File: src/rtl/rf_ctrl_pkg.sv
// rf_ctrl_pkg: shared types and constants for the register-file write-port
// controller.
//   state_t      : controller phase, CLEAR (post-reset zero-fill) or RUN
//   DEF_ADDR_W   : default register address width
//   DEF_DATA_W   : default write data width
//   ZERO_REG     : index of the hardwired-zero register; writes to it are dropped
package rf_ctrl_pkg;

   localparam int DEF_ADDR_W = 5;
   localparam int DEF_DATA_W = 32;
   localparam int ZERO_REG   = 0;

   typedef enum logic {
      CLEAR = 1'b0,
      RUN   = 1'b1
   } state_t;

endpackage

File: src/rtl/rf_wb_hold.sv
// rf_wb_hold: one-entry holding register for a writeback request that lost
// the write port to a forced MDU grant.
//   clk, rst         : clock, synchronous active-high reset
//   load             : capture load_wa/load_wd and mark the entry full
//   drain            : entry was issued this cycle; mark it empty
//   load_wa, load_wd : request captured on load
//   full             : entry holds a pending request
//   wa, wd           : pending request, valid while full
module rf_wb_hold
   import rf_ctrl_pkg::*;
#(
   parameter int ADDR_W = DEF_ADDR_W,
   parameter int DATA_W = DEF_DATA_W
) (
   input  logic              clk,
   input  logic              rst,
   input  logic              load,
   input  logic              drain,
   input  logic [ADDR_W-1:0] load_wa,
   input  logic [DATA_W-1:0] load_wd,
   output logic              full,
   output logic [ADDR_W-1:0] wa,
   output logic [DATA_W-1:0] wd
);

   // NOTE: sequential state uses non-blocking assignments so every flop
   // samples pre-edge values regardless of process ordering.
   always_ff @(posedge clk) begin
      if (rst)
         full <= 1'b0;
      else if (load)
         full <= 1'b1;
      else if (drain)
         full <= 1'b0;
   end

   // NOTE: the payload is deliberately not reset; it is only looked at while
   // full is set, and full itself is reset.
   always_ff @(posedge clk) begin
      if (load) begin
         wa <= load_wa;
         wd <= load_wd;
      end
   end

endmodule

File: src/rtl/rf_write_ctrl.sv
// rf_write_ctrl: write-port controller for the register file. Zero-fills all
// NREGS registers after reset, then arbitrates the single write port between
// pipeline writeback (wb_*) and the multi-cycle MDU (mdu_*), forcing the MDU
// through after STARVE_LIM wait cycles and parking the displaced writeback in
// a one-entry hold register.
//   clk, rst                 : clock, synchronous active-high reset
//   wb_we, wb_wa, wb_wd      : pipeline writeback request (no backpressure)
//   mdu_valid, mdu_wa, mdu_wd: MDU result request
//   mdu_ready                : combinational MDU accept
//   rf_we, rf_wa, rf_wd      : registered register-file write port
//   stall_req                : registered; pipeline must hold wb_we=0 while set
//   init_done                : registered; zero-fill complete
module rf_write_ctrl
   import rf_ctrl_pkg::*;
#(
   parameter int DATA_W     = DEF_DATA_W,
   parameter int ADDR_W     = DEF_ADDR_W,
   parameter int NREGS      = 32,
   parameter int STARVE_LIM = 4
) (
   input  logic              clk,
   input  logic              rst,
   input  logic              wb_we,
   input  logic [ADDR_W-1:0] wb_wa,
   input  logic [DATA_W-1:0] wb_wd,
   input  logic              mdu_valid,
   input  logic [ADDR_W-1:0] mdu_wa,
   input  logic [DATA_W-1:0] mdu_wd,
   output logic              mdu_ready,
   output logic              rf_we,
   output logic [ADDR_W-1:0] rf_wa,
   output logic [DATA_W-1:0] rf_wd,
   output logic              stall_req,
   output logic              init_done
);

   localparam int                  STARVE_W   = $clog2(STARVE_LIM + 1);
   localparam logic [ADDR_W-1:0]   ZERO_A     = ADDR_W'(ZERO_REG);
   localparam logic [ADDR_W-1:0]   LAST_IDX   = ADDR_W'(NREGS - 1);
   localparam logic [STARVE_W-1:0] STARVE_MAX = STARVE_W'(STARVE_LIM);

   state_t              state, state_nxt;
   logic [ADDR_W-1:0]   idx;
   logic [STARVE_W-1:0] starve;

   logic                hold_full;
   logic [ADDR_W-1:0]   hold_wa;
   logic [DATA_W-1:0]   hold_wd;

   logic wb_eff, mdu_eff, forced, mdu_xfer, hold_load, hold_drain, last_clear;

   rf_wb_hold #(
      .ADDR_W (ADDR_W),
      .DATA_W (DATA_W)
   ) u_hold (
      .clk     (clk),
      .rst     (rst),
      .load    (hold_load),
      .drain   (hold_drain),
      .load_wa (wb_wa),
      .load_wd (wb_wd),
      .full    (hold_full),
      .wa      (hold_wa),
      .wd      (hold_wd)
   );

   // State register
   always_ff @(posedge clk) begin
      if (rst)
         state <= CLEAR;
      else
         state <= state_nxt;
   end

   // Next state: leave CLEAR once the last sweep address has been issued
   always_comb begin
      // NOTE: default first so every path assigns state_nxt and no latch forms.
      state_nxt = state;
      if (state == CLEAR && last_clear)
         state_nxt = RUN;
   end

   // Arbitration decode
   always_comb begin
      wb_eff     = wb_we && (wb_wa != ZERO_A);
      mdu_eff    = (mdu_wa != ZERO_A);
      forced     = (starve == STARVE_MAX);
      last_clear = (idx == LAST_IDX);
      // A live writeback blocks the MDU unless the MDU has waited long enough.
      mdu_ready  = (state == RUN) && !hold_full && (!wb_eff || forced);
      mdu_xfer   = mdu_valid && mdu_ready;
      // mdu_xfer with a live writeback only happens on a forced grant.
      hold_load  = mdu_xfer && forced && wb_eff;
      hold_drain = (state == RUN) && hold_full;
   end

   // Registered write port, sweep index, starve counter and status flags
   always_ff @(posedge clk) begin
      if (rst) begin
         idx       <= '0;
         starve    <= '0;
         rf_we     <= 1'b0;
         rf_wa     <= '0;
         rf_wd     <= '0;
         stall_req <= 1'b1;
         init_done <= 1'b0;
      end else if (state == CLEAR) begin
         rf_we     <= 1'b1;
         rf_wa     <= idx;
         rf_wd     <= '0;
         idx       <= idx + 1'b1;
         starve    <= '0;
         stall_req <= 1'b1;
         init_done <= 1'b0;
      end else begin
         init_done <= 1'b1;
         stall_req <= hold_load;

         if (mdu_valid && !mdu_ready)
            starve <= forced ? starve : starve + 1'b1;
         else
            starve <= '0;

         // Idle and $0 cycles drop rf_we but keep address/data unchanged.
         rf_we <= 1'b0;
         if (hold_full) begin
            rf_we <= 1'b1;
            rf_wa <= hold_wa;
            rf_wd <= hold_wd;
         end else if (mdu_xfer) begin
            if (mdu_eff) begin
               rf_we <= 1'b1;
               rf_wa <= mdu_wa;
               rf_wd <= mdu_wd;
            end
         end else if (wb_eff) begin
            rf_we <= 1'b1;
            rf_wa <= wb_wa;
            rf_wd <= wb_wd;
         end
      end
   end

endmodule

File: config.mk
export PLATFORM = sky130hd
export DESIGN_NAME = rf_write_ctrl
export DESIGN_NICKNAME = d
export VERILOG_FILES = /design/src/rtl/rf_ctrl_pkg.sv /design/src/rtl/rf_wb_hold.sv /design/src/rtl/rf_write_ctrl.sv
export SDC_FILE = /design/constraint.sdc
export NUM_CORES = 1
export LEC_CHECK = 0
export ABC_CLOCK_PERIOD_IN_PS = 4100
export BUFFER_PORTS_ARGS = -buffer_cell sky130_fd_sc_hd__buf_2
export CAP_MARGIN = 20
export CELL_PAD_IN_SITES_DETAIL_PLACEMENT = 1
export CELL_PAD_IN_SITES_GLOBAL_PLACEMENT = 1
export CORE_ASPECT_RATIO = 0.5
export CORE_MARGIN = 2
export CORE_UTILIZATION = 40
export DETAILED_ROUTE_END_ITERATION = 16
export GPL_ROUTABILITY_DRIVEN = 0
export GPL_TIMING_DRIVEN = 1
export PLACE_DENSITY_LB_ADDON = 0.08
export SYNTH_ARGS = -nofsm -noshare
export SYNTH_HDL_FRONTEND = slang
export SYNTH_SLANG_ARGS = --single-unit
File: constraint.sdc
create_clock -name clk -period 4.1 [get_ports clk]
set_input_delay 0.205 -clock clk [delete_from_list [all_inputs] [get_ports clk]]
set_output_delay 0.205 -clock clk [all_outputs]
set_load 0.05 [all_outputs]
---- Word-level counts from Yosys, hierarchy flattened ----
Index checks and enable logic that the tools add are counted.
storage, ports and cells
  memory bits (read-only) ................. 0
  bits of input ports ..................... 78
  latch bits .............................. 0
  output and inout port bits .............. 41
  bits in registers ....................... 87
  bits in writable memories ............... 0
  memories ................................ 0
operators by class
  eq/ne operators ......................... 5
  bitwise operators ....................... 2
  div/mod/pow operators ................... 0
  $add $sub $neg .......................... 2
  reduce and logical (&&, ||, !) cells .... 21
  order comparisons ....................... 0
  mux-type cells .......................... 17
  shifts and indexed selects .............. 0
  multiply operators ...................... 0
operator list
  kind                 count
  $mux 32              4
  $mux 5               5
  $reduce_bool 5->1    2
  $logic_and 1x1->1    9
  $mux 1               8
  $add 5x1->5 const B  1
  $eq 5x5->1 const B   1
  $ne 4x1->1 const B   1
  $ne 4x3->1 const B   1
  $reduce_and 2->1     2
  $add 3x1->3 const B  1
  $eq 3x3->1 const B   1
  $logic_not 1->1      3
  $ne 3x2->1 const B   1
  $reduce_bool 3->1    1
  $reduce_or 3->1      1
  $not 1->1            2
  $reduce_bool 2->1    1
  $reduce_or 2->1      1
  $logic_or 1x1->1     1

---- Longest topological paths before layout ----
Gate-level depths: netlist of the first run.
  depth after elaboration ................. 9
  depth in mapped cells ................... 9

---- Cells and area by module ----
From an unflattened synthesis of the first run, not the netlist that was laid out.
second synthesis, totals
  cells, all modules ...................... 422
  area, all modules ....................... 4,595.7 sq um
modules (own cells, without submodules)
  module         area each (sq um)  cells an instance  seq. area each (sq um)  instances
  rf_write_ctrl  3,445.8            381                980.9                   1
  rf_wb_hold     1,149.9            41                 1,131.1                 1

---- Least setup slack after synthesis of the first run ----
Ideal clock, no wire load.
  path kind ............................... register to register
  start point ............................. register starve[0]
  end point ............................... register starve[2]
  cell stages (with the launch flop) ...... 7
  required time ........................... 3.981 ns
  path buffers ............................ 0
  path slack .............................. 2.117 ns
  setup time .............................. 0.119 ns
  arrival time ............................ 1.864 ns
  clock period less this slack ............ 1.983 ns
  cells stage by stage .................... dfxtp_1 > inv_1 > ha_1 > nand2_1 > a21oi_1 > nand3b_1 > nor3_1
between the ends
  word-level cells in the longest chain between the ends .. 7
RTL lines
  item                       RTL line              RTL
  from (decl)                rf_write_ctrl.sv:44   logic [STARVE_W-1:0] starve;
  from (signal assigned)     rf_write_ctrl.sv:120  starve <= forced ? starve : starve + 1'b1;
  $eq 3x3->1                 rf_write_ctrl.sv:87   forced = (starve == STARVE_MAX);
  $logic_or 1x1->1           rf_write_ctrl.sv:90   mdu_ready = (state == RUN) && !hold_full && (!wb_eff || forced);
  $logic_and 1x1->1          rf_write_ctrl.sv:90
  named net mdu_ready        rf_write_ctrl.sv:29   output logic mdu_ready,
  $logic_not 1->1            rf_write_ctrl.sv:119  if (mdu_valid && !mdu_ready)
  $logic_and 1x1->1          rf_write_ctrl.sv:119
  $not 1->1 (no line)        n/a
  $reduce_or 3->1 (no line)  n/a
The timed path passes the listed nets, and every way through them passes these cells.
A chain may end at the register's enable or synchronous reset.

---- Final worst setup path of the first run ----
  start point ............................. register starve[0]
  end point ............................... register rf_wa[3]
between the ends
  word-level cells in the longest chain between the ends .. 7
RTL lines
  item                   RTL line              RTL
  $eq 3x3->1 (*)         rf_write_ctrl.sv:87
  $logic_or 1x1->1 (*)   rf_write_ctrl.sv:90
  $logic_and 1x1->1 (*)  rf_write_ctrl.sv:90
  $logic_and 1x1->1 (*)  rf_write_ctrl.sv:91   mdu_xfer = mdu_valid && mdu_ready;
  $mux 5                 rf_write_ctrl.sv:130  end else if (mdu_xfer) begin
  $mux 5                 rf_write_ctrl.sv:126  if (hold_full) begin
  $mux 5                 rf_write_ctrl.sv:107  end else if (state == CLEAR) begin
  to (signal assigned)   rf_write_ctrl.sv:109  rf_wa <= idx;
  to (signal assigned)   rf_write_ctrl.sv:128  rf_wa <= hold_wa;
  to (signal assigned)   rf_write_ctrl.sv:133  rf_wa <= mdu_wa;
  to (decl)              rf_write_ctrl.sv:31   output logic [ADDR_W-1:0] rf_wa,
Every way passes the cells marked *; elsewhere a longest branch is shown, timed or not.

==> results.md, run 1 <==
- Relative slew slack: 55.0%
- YS warnings: 0
- Leakage power: 1.98 nW
- P per Cell Area: 386 nW/µm²
- Fin. max-slew vios: 0
- Slew @ Worst Pin: 0.675 ns
- Die area: 10,400 µm²
- CTS Hold Bufs: 0
- Wirelength, routed: 10,800 µm
- Post-CTS Repair Setup Buffers: 0
- Die height: 73.2 µm
- Layout cells sized above 1: 38.8%
- Req. time, crit path: 4.35 ns
- Drc violations: 0
- Post-synth top cells: 50 x dfxtp_1, 37 x edfxtp_1, 29 x nand2_1
- Initial DRC Count: 164
- Final hold violation count: 0
- Mapped Area: 3830 µm²
- Num CTS Buffers: 9
- Setup slack after layout: 1.66 ns
- CTS Sinks: 87
- CTS tree: done
- Die width: 142 µm
- Crit path cell chain: inv_1 -> ha_1 -> a21boi_2 -> a21bo_2 -> and2_2 -> buf_4 -> a21oi_1 -> a211oi_1
- Post-synth EDFFs: 37
- Finished Cell Area: 4790 µm²
- Hold path depth: 1
- Syn Nets: 422
- Layout Nets: 533
- Maximum clock path buffer count: 2
- Share of the synthesized area in the top cell type: 29.0%
- Post-synthesis sequential area ratio: 55.1%
- Worst setup EP type: flip-flop
- Max VDD drop: 0.000235 V
- Reg2reg path depth: 8
- Critical path buffers and inverters: 2
- Largest net degree at the start of global routing: 47
- Worst path top cell family by delay: compound AO/OA/AOI/OAI gates
- Initial antenna violation count: 0
- FP Rows: 25
- Final period utilization: 59.5%
- Layout Cells excl Fill: 577
- # diodes: 0
- Largest cells by area after synthesis: edfxtp_1 29%, dfxtp_1 26%, a221oi_2 9.0%
- Mapped Avg Cell Area: 11.3 µm²
- Setup CP Type: flip-flop to flip-flop
- Root buf cell: clkbuf_16
- RSZ-0062 raised after global routing: no
- Total global-route track usage: 21.5%
- Resize count post-CTS: 0
- Post-place instance area: 4490 µm²
- I/O pins: 119
- Utilization after layout: 51.0%
- Dpl cells: 561
- Post-DR wirelength/cell: 18.8 µm
- First-pass GRT wire length: 16,900 µm
- Crit path depth: 8
- Worst-path fanout max: 20
- Setup TNS: 0 ns
- Crit-path max cell delay: 0.48 ns
- Max_cap viols: 0
- CTS H-tree lvls: 3
- Post-synthesis cell type count: 44
- Area leader, netlist: edfxtp_1
- Post-DP HPWL: 7620 µm
- Area delta synth->final: 25.0%
- Worst-skew pair later-pin latency: 0.34 ns
- Syn Inst Count: 340
- Port buffer count: 118
- Total congestion overflow: 0
- Initial core utilization: 40.8%
- Fmax: 0.410 GHz
- Count leader, synth: dfxtp_1
- Startpoint Class: flip-flop
- Detailed-route via count: 3,092
- Final Setup Violations: 0
- HP Class: input pin to flip-flop
- Status: finished clean
- Top_reg_cell synth: dfxtp_1
- Max stage delay cell, worst path: and2_2
- Clk_skew: 0.00430 ns
- Fin crit period: 2.44 ns
- Initial DRT Pass Iterations: 4
- Count of state elements after synthesis: 87
- Via/cell ratio: 5.36
- Pre-CTS WS: 1.67 ns
- Post-synth ARST share: 0%
- Crit path DAT: 2.69 ns
- Vias in the first global route: 3,183
- CTS clk-pin slew, worst paths: 0.06 ns
- Core Region: 9380 µm²
- Remaining antenna violation count after routing: 0
per-stage QoR:
stage	hold slack, ns	total power, mW
3_5_place_dp	0.402	1.05
6_report	0.0586	1.85
3_3_place_gp	0.397	1.05
5_1_grt	0.0456	1.92
2_1_floorplan	0.284	0.988
4_1_cts	0.0517	1.87
area by class of cell:
type | instances | area, µm²
sequential | 87 | 2110
fill | 1056 | 4590
tap | 121 | 151
multi-input combinational | 218 | 1540
clock inverter | 6 | 60.1
timing repair buffer | 126 | 651
inverter | 9 | 33.8
clock buffer | 10 | 239
flip-flops by register name (all words and copies together), names as in the netlist, 3 cells and up:
name and flops:
starve 3, u_hold.wd 32, u_hold.wa 5, rf_wd 32, rf_wa 5, idx 5
routing by layer:
layer | GRT usage (%) | vias to the layer above | part of all wire (%)
li1 | - | 1497 | -
met1 | 28.6 | 1511 | 46
met2 | 35.7 | 80 | 49
met3 | 5.05 | 4 | 4.5
met4 | 6.27 | 0 | 0.43
met5 | 0 | - | 0
where the power goes:
part | internal [mW] | switching [mW]
combinational | 0.0530 | 0.0688
sequential | 0.906 | 0.00407
clock | 0.485 | 0.331
total | 1.44 | 0.404
cell families (layout without fill, tap and decap cells):
logic type / count (synthesis) / in the layout / share of synthesized area (%)
muxes: 14 / 14 / 3.72
AOI/OAI and AO/OA: 104 / 104 / 22.5
adders and majority gates: 4 / 4 / 1.31
buffers and inverters: 35 / 151 / 5.03
xor gates and xnor gates: 4 / 4 / 0.915
DFF: 87 / 87 / 55.1
and+or+nand+nor: 92 / 92 / 11.4
worst paths after layout:
| check | startpoint | endpoint | slack [ns] |
|---|---|---|---|
| setup / recovery | starve[0] | rf_wa[3] | 1.66 |
| hold / removal | wb_wd[15] | u_hold.wd[15] | 0.06 |
| setup reg to reg | starve[0] | rf_wa[3] | 1.66 |
| hold reg to reg | rf_wd[0] | rf_wd[0] | 0.48 |
placed cells by master, fill, tap and decap left out, types with 2 or more instances in the layout:
master | synthesis | routed
a211oi_1 | 4 | 4
buf_4 | 1 | 8
clkbuf_16 | 0 | 9
o211ai_1 | 10 | 10
inv_1 | 9 | 9
a221oi_2 | 23 | 23
xor2_1 | 2 | 2
mux2_1 | 2 | 2
clkinv_2 | 0 | 3
clkinvlp_4 | 0 | 2
edfxtp_1 | 37 | 37
nor2b_1 | 3 | 2
nor3_1 | 3 | 3
nand4_1 | 2 | 2
ha_1 | 4 | 4
o21ai_0 | 26 | 26
nand3_1 | 24 | 24
mux2i_1 | 12 | 12
a21oi_1 | 27 | 27
nor2_1 | 19 | 19
nand2_1 | 29 | 29
nand2b_1 | 3 | 3
a21boi_2 | 2 | 2
buf_2 | 4 | 118
dfxtp_1 | 50 | 49
o311ai_0 | 2 | 2
xnor2_1 | 2 | 2
a221o_1 | 2 | 2
Power figures use the tool's default switching activity.
==> inputs of run 2 (changes only) <==
Settings changed: ABC_CLOCK_PERIOD_IN_PS 4100 to 2450, CORE_UTILIZATION 40 to 39.
Clock period 4.1 ns to 2.45 ns, I/O delays scaled along.
==> results.md, run 2 (synthesis gave the netlist of run 1 again) <==
- I/O pins: 119
- CTS Sinks: 87
- Die area: 10,700 µm²
- Max stage delay cell, worst path: dfxtp_1
- Max_cap viols: 0
- Crit path DAT: 2.39 ns
- Fillcell total: 1,070
- Layout cells sized above 1: 36.6%
- Initial core utilization: 40.3%
- Num CTS Buffers: 9
- Sw Pwr: 722 µW
- Vias in the first global route: 3,564
- Die height: 74.1 µm
- FP Rows: 25
- Relative slew slack: 54.3%
- CTS tree: done
- Max VDD drop: 0.000343 V
- Area of the multi-input gates: 1540 µm²
- Maximum clock path buffer count: 2
- Post-DR wirelength/cell: 18.6 µm
- Commonest non-fill, non-tap cell in the layout: buf_2
- Core Region: 9510 µm²
- RSZ-0062 raised after global routing: no
- Hold EP: u_hold.wa[0]
- Post-DP HPWL: 7570 µm
- Min-delay src: wb_wa[0]
- Port buffer count: 118
- Startpoint Class: flip-flop
- CTS clk-pin slew, worst paths: 0.06 ns
- Met1 global-route usage: 28.8%
- Hold path depth: 1
- R2R Setup Slk: 0.28 ns
- Pint: 2.47 mW
- Design Power: 3.19 mW
- # diodes: 0
- Setup TNS: 0 ns
- Logic pwr share: 7.8%
- Status: finished clean
- Seq pwr share: 47.8%
- Post-place instance area: 4560 µm²
- Biggest regs: rf_wd x32, u_hold.wd x32
- Worst path top cell family by delay: compound AO/OA/AOI/OAI gates
- Layout Nets: 569
- Crit path cell chain: inv_1 -> ha_1 -> a21boi_2 -> a21bo_2 -> and2_2 -> buf_4 -> a221oi_2 -> a21oi_1
- Utilization after layout: 54.6%
- Clk_skew: 0.00751 ns
- Die width: 144 µm
- Area delta synth->final: 35.5%
- Drc violations: 0
- Grt met2 use: 39.2%
- Worst-skew pair later-pin latency: 0.35 ns
- Most Used Layer, Global Route: met2
- Critical path buffers and inverters: 2
- Slew @ Worst Pin: 0.686 ns
- Switching part of the total power: 22.7%
- Leakage power: 2.15 nW
- Initial antenna violation count: 0
- Critical R2R Capture: rf_wd[10]
- CTS H-tree lvls: 3
- HP Class: input pin to flip-flop
- P per Cell Area: 614 nW/µm²
- Reg2reg path depth: 8
- Total congestion overflow: 0
- Fin crit period: 2.17 ns
- First-pass GRT wire length: 18,200 µm
- Via/cell ratio: 5.26
- Post-CTS Repair Setup Buffers: 0
- Commonest non-fill, non-tap cells in the layout: 118 x buf_2, 49 x dfxtp_1, 37 x edfxtp_1, 33 x dlygate4sd3_1, 29 x nand2_1
- Req. time, crit path: 2.68 ns
- Initial DRT Pass Iterations: 4
- Fin. max-slew vios: 0
- Final hold violation count: 0
- Initial DRC Count: 185
- Largest net degree at the start of global routing: 47
- Setup CP Type: flip-flop to flip-flop
- Total global-route track usage: 22.6%
- Met3 usage in global routing: 5.73%
- Final Setup Violations: 0
- Finished Cell Area: 5190 µm²
- FF+latch area: 2110 µm²
- Fmax: 0.462 GHz
- FF-to-FF Start: starve[0]
- Worst-path fanout max: 16
- Wirelength, routed: 11,700 µm
- Worst setup EP type: flip-flop
- Detailed-route via count: 3,300
- Final period utilization: 88.4%
- Remaining antenna violation count after routing: 0
- Crit-path max cell delay: 0.37 ns
- Clock group share of total power: 44.4%
- Root buf cell: clkbuf_16
run 2: per-layer routing:
metal  share of wire (%)  vias to the layer above
met3                 3.9                       11
met1                  46                     1643
li1                    -                     1568
met4                0.93                        0
met5                   0                        -
met2                  49                       78
run 2: worst register-to-register path, stage by stage, from the launching register on:
cell,delay [ns]
dfxtp_1,0.37
inv_1,0.07
ha_1,0.29
a21boi_2,0.21
a21bo_2,0.27
and2_2,0.23
buf_4,0.24
a221oi_2,0.27
a21oi_1,0.11
run 2: worst max-delay path by stage:
stage | start | endpoint | depth (start not counted)
6_report | starve[0] | rf_wd[10] | 8
3_3_place_gp | starve[0] | rf_wd[8] | 7
2_1_floorplan | starve[0] | starve[2] | 6
5_1_grt | starve[0] | rf_wd[10] | 7
4_1_cts | starve[0] | rf_wd[8] | 7
3_5_place_dp | starve[0] | rf_wd[8] | 7
run 2: area by class of cell:
cell class / count / share of cell area, %
Clock inverter: 6 / 1.30
Tap cell: 135 / 3.25
Multi-Input combinational cell: 218 / 29.7
Sequential cell: 87 / 40.7
Clock buffer: 10 / 4.60
Inverter: 9 / 0.651
Timing Repair Buffer: 162 / 19.8
run 2: through the flow:
stage               std cells  hold WS, ns  worst slack [ns]
global route              627      0.00889            0.0777
CTS                       627      0.00124             0.266
global placement          578        0.314             0.411
detailed placement        578        0.316             0.316
finish                    627       0.0122             0.285
floorplan                 340        0.202             0.467
run 2: what timing repair did:
action	CTS	global route
gates resized for setup	0	0
hold buffers	33	0
endpoints found under the hold margin	33	0
endpoints found under the setup margin	0	0
run 2: power groups by stage:
stage,Sequential [mW],Clock (mW),Combinational [mW]
2_1_floorplan,1.57,0,0.0864
3_3_place_gp,1.55,0,0.196
3_5_place_dp,1.56,0,0.204
4_1_cts,1.52,1.45,0.247
5_1_grt,1.52,1.50,0.271
6_report,1.52,1.42,0.248
==> inputs of run 3 (changes only) <==
Settings changed: RECOVER_POWER set to 25.
==> results.md, run 3 (synthesis gave the netlist of run 1 again) <==
- Status: finished clean
- Fin crit period: 2.16 ns
- Core Region: 9510 µm²
- Worst setup EP type: flip-flop
- Worst path top cell family by delay: compound AO/OA/AOI/OAI gates
- Post-DP HPWL: 7570 µm
- # diodes: 0
- CTS clk-pin slew, worst paths: 0.07 ns
- FP Rows: 25
- Initial core utilization: 40.3%
- RSZ-0062 raised after global routing: no
- Total congestion overflow: 0
- Slew @ Worst Pin: 0.709 ns
- I/O pins: 119
- Startpoint Class: flip-flop
- Initial DRT Pass Iterations: 4
- Logic pwr share: 7.6%
- Remaining antenna violation count after routing: 0
- Num CTS Buffers: 9
- Die width: 144 µm
- Max VDD drop: 0.000340 V
- CTS tree: done
- Worst-skew pair later-pin latency: 0.34 ns
- Fin. max-slew vios: 0
- First-pass GRT wire length: 18,200 µm
- Biggest regs: rf_wd x32, u_hold.wd x32
- Crit-path max cell delay: 0.37 ns
- Port buffer count: 118
- Final period utilization: 88.3%
- Maximum clock path buffer count: 2
- Max_cap viols: 0
- Clk_skew: 0.00703 ns
- Crit path DAT: 2.39 ns
- Vias in the first global route: 3,564
- Seq pwr share: 47.9%
- Layout cells sized above 1: 29.7%
- Via/cell ratio: 5.30
- Utilization after layout: 54.1%
- Root buf cell: clkbuf_16
- HP Class: input pin to flip-flop
- Layout Nets: 569
- Relative slew slack: 52.7%
- Req. time, crit path: 2.68 ns
- Sw Pwr: 723 µW
- Critical path buffers and inverters: 2
- Initial antenna violation count: 0
- Max stage delay cell, worst path: dfxtp_1
- Die height: 74.1 µm
- Clock group share of total power: 44.5%
- Total global-route track usage: 22.6%
- Commonest non-fill, non-tap cells in the layout: 85 x buf_2, 49 x dfxtp_1, 37 x edfxtp_1, 34 x clkbuf_1, 33 x dlygate4sd3_1
- CTS H-tree lvls: 3
- Area delta synth->final: 34.4%
- Final Setup Violations: 0
- Leakage power: 2.05 nW
- Worst-path fanout max: 16
- CTS Sinks: 87
- Final hold violation count: 0
- Die area: 10,700 µm²
- Setup CP Type: flip-flop to flip-flop
- Switching part of the total power: 22.7%
- Crit path cell chain: inv_1 -> ha_1 -> a21boi_2 -> a21bo_2 -> and2_2 -> buf_4 -> a221oi_2 -> a21oi_1
- Post-DR wirelength/cell: 18.6 µm
- Largest net degree at the start of global routing: 47
- Drc violations: 0
- Wirelength, routed: 11,700 µm
- Commonest non-fill, non-tap cell in the layout: buf_2
- Setup TNS: 0 ns
- P per Cell Area: 618 nW/µm²
- Detailed-route via count: 3,320
- Initial DRC Count: 192
- Fmax: 0.462 GHz
- Pint: 2.46 mW
[run 3: cell count changes in the layout (fill, tap and decap cells not counted), sizes merged]
cell	previous run	this run
buf	129	95
clkbuf	10	44
[run 3: path summary, 6_finish.rpt]
check	startpoint	end	slack (ns)	cells after the start
worst max-delay path	starve[0]	rf_wd[10]	0.29	8
worst min register to register	starve[1]	starve[1]	0.50	2
worst max register to register	starve[0]	rf_wd[10]	0.29	8
worst min-delay path	mdu_wd[25]	rf_wd[25]	0.07	3
[run 3: stage by stage]
stage	cell area [µm²]	hold WS [ns]	worst slack, ns	total power, mW	instances
floorplan	3830	0.202	0.467	1.65	340
global placement	4560	0.314	0.411	1.75	578
detailed placement	4560	0.316	0.316	1.76	578
CTS	5190	0.00124	0.266	3.22	627
global route	5150	0.0800	0.0777	3.28	627
finish	5150	0.0704	0.286	3.18	627
[run 3: per-layer routing]
layer / track usage, % / vias up / part of all wire [%]
met1: 28.8 / 1652 / 45
met4: 6.26 / 0 / 0.88
met3: 5.73 / 9 / 4.5
met5: 0 / - / 0
met2: 39.2 / 91 / 49
li1: - / 1568 / -
[run 3: timing repair]
item,in CTS,in global routing
resized for setup,0,0
endpoints found under the hold margin,33,0
hold buffers,33,0
buffers inserted,0,0
[run 3: layout make-up]
type                            instances  area [µm²]
Fill cell                            1092        4360
Timing Repair Buffer                  162         983
Clock buffer                           10         239
Clock inverter                          6        67.6
Sequential cell                        87        2110
Inverter                                9        33.8
Multi-Input combinational cell        218        1540
Tap cell                              135         169
[run 3: power by group through the flow]
stage          registers, mW  clock network [mW]  logic, mW
5_1_grt                 1.52                1.50      0.264
3_5_place_dp            1.56                   0      0.204
4_1_cts                 1.52                1.45      0.247
3_3_place_gp            1.55                   0      0.196
2_1_floorplan           1.57                   0     0.0864
6_report                1.52                1.42      0.241
[run 3: worst register-to-register path: cells and delay by family, from the launching register on]
kind | cells | cell delay, ns
compound gates | 4 | 0.86
fa+ha+maj | 1 | 0.29
buf+inv | 2 | 0.31
flops | 1 | 0.37
simple gates | 1 | 0.22
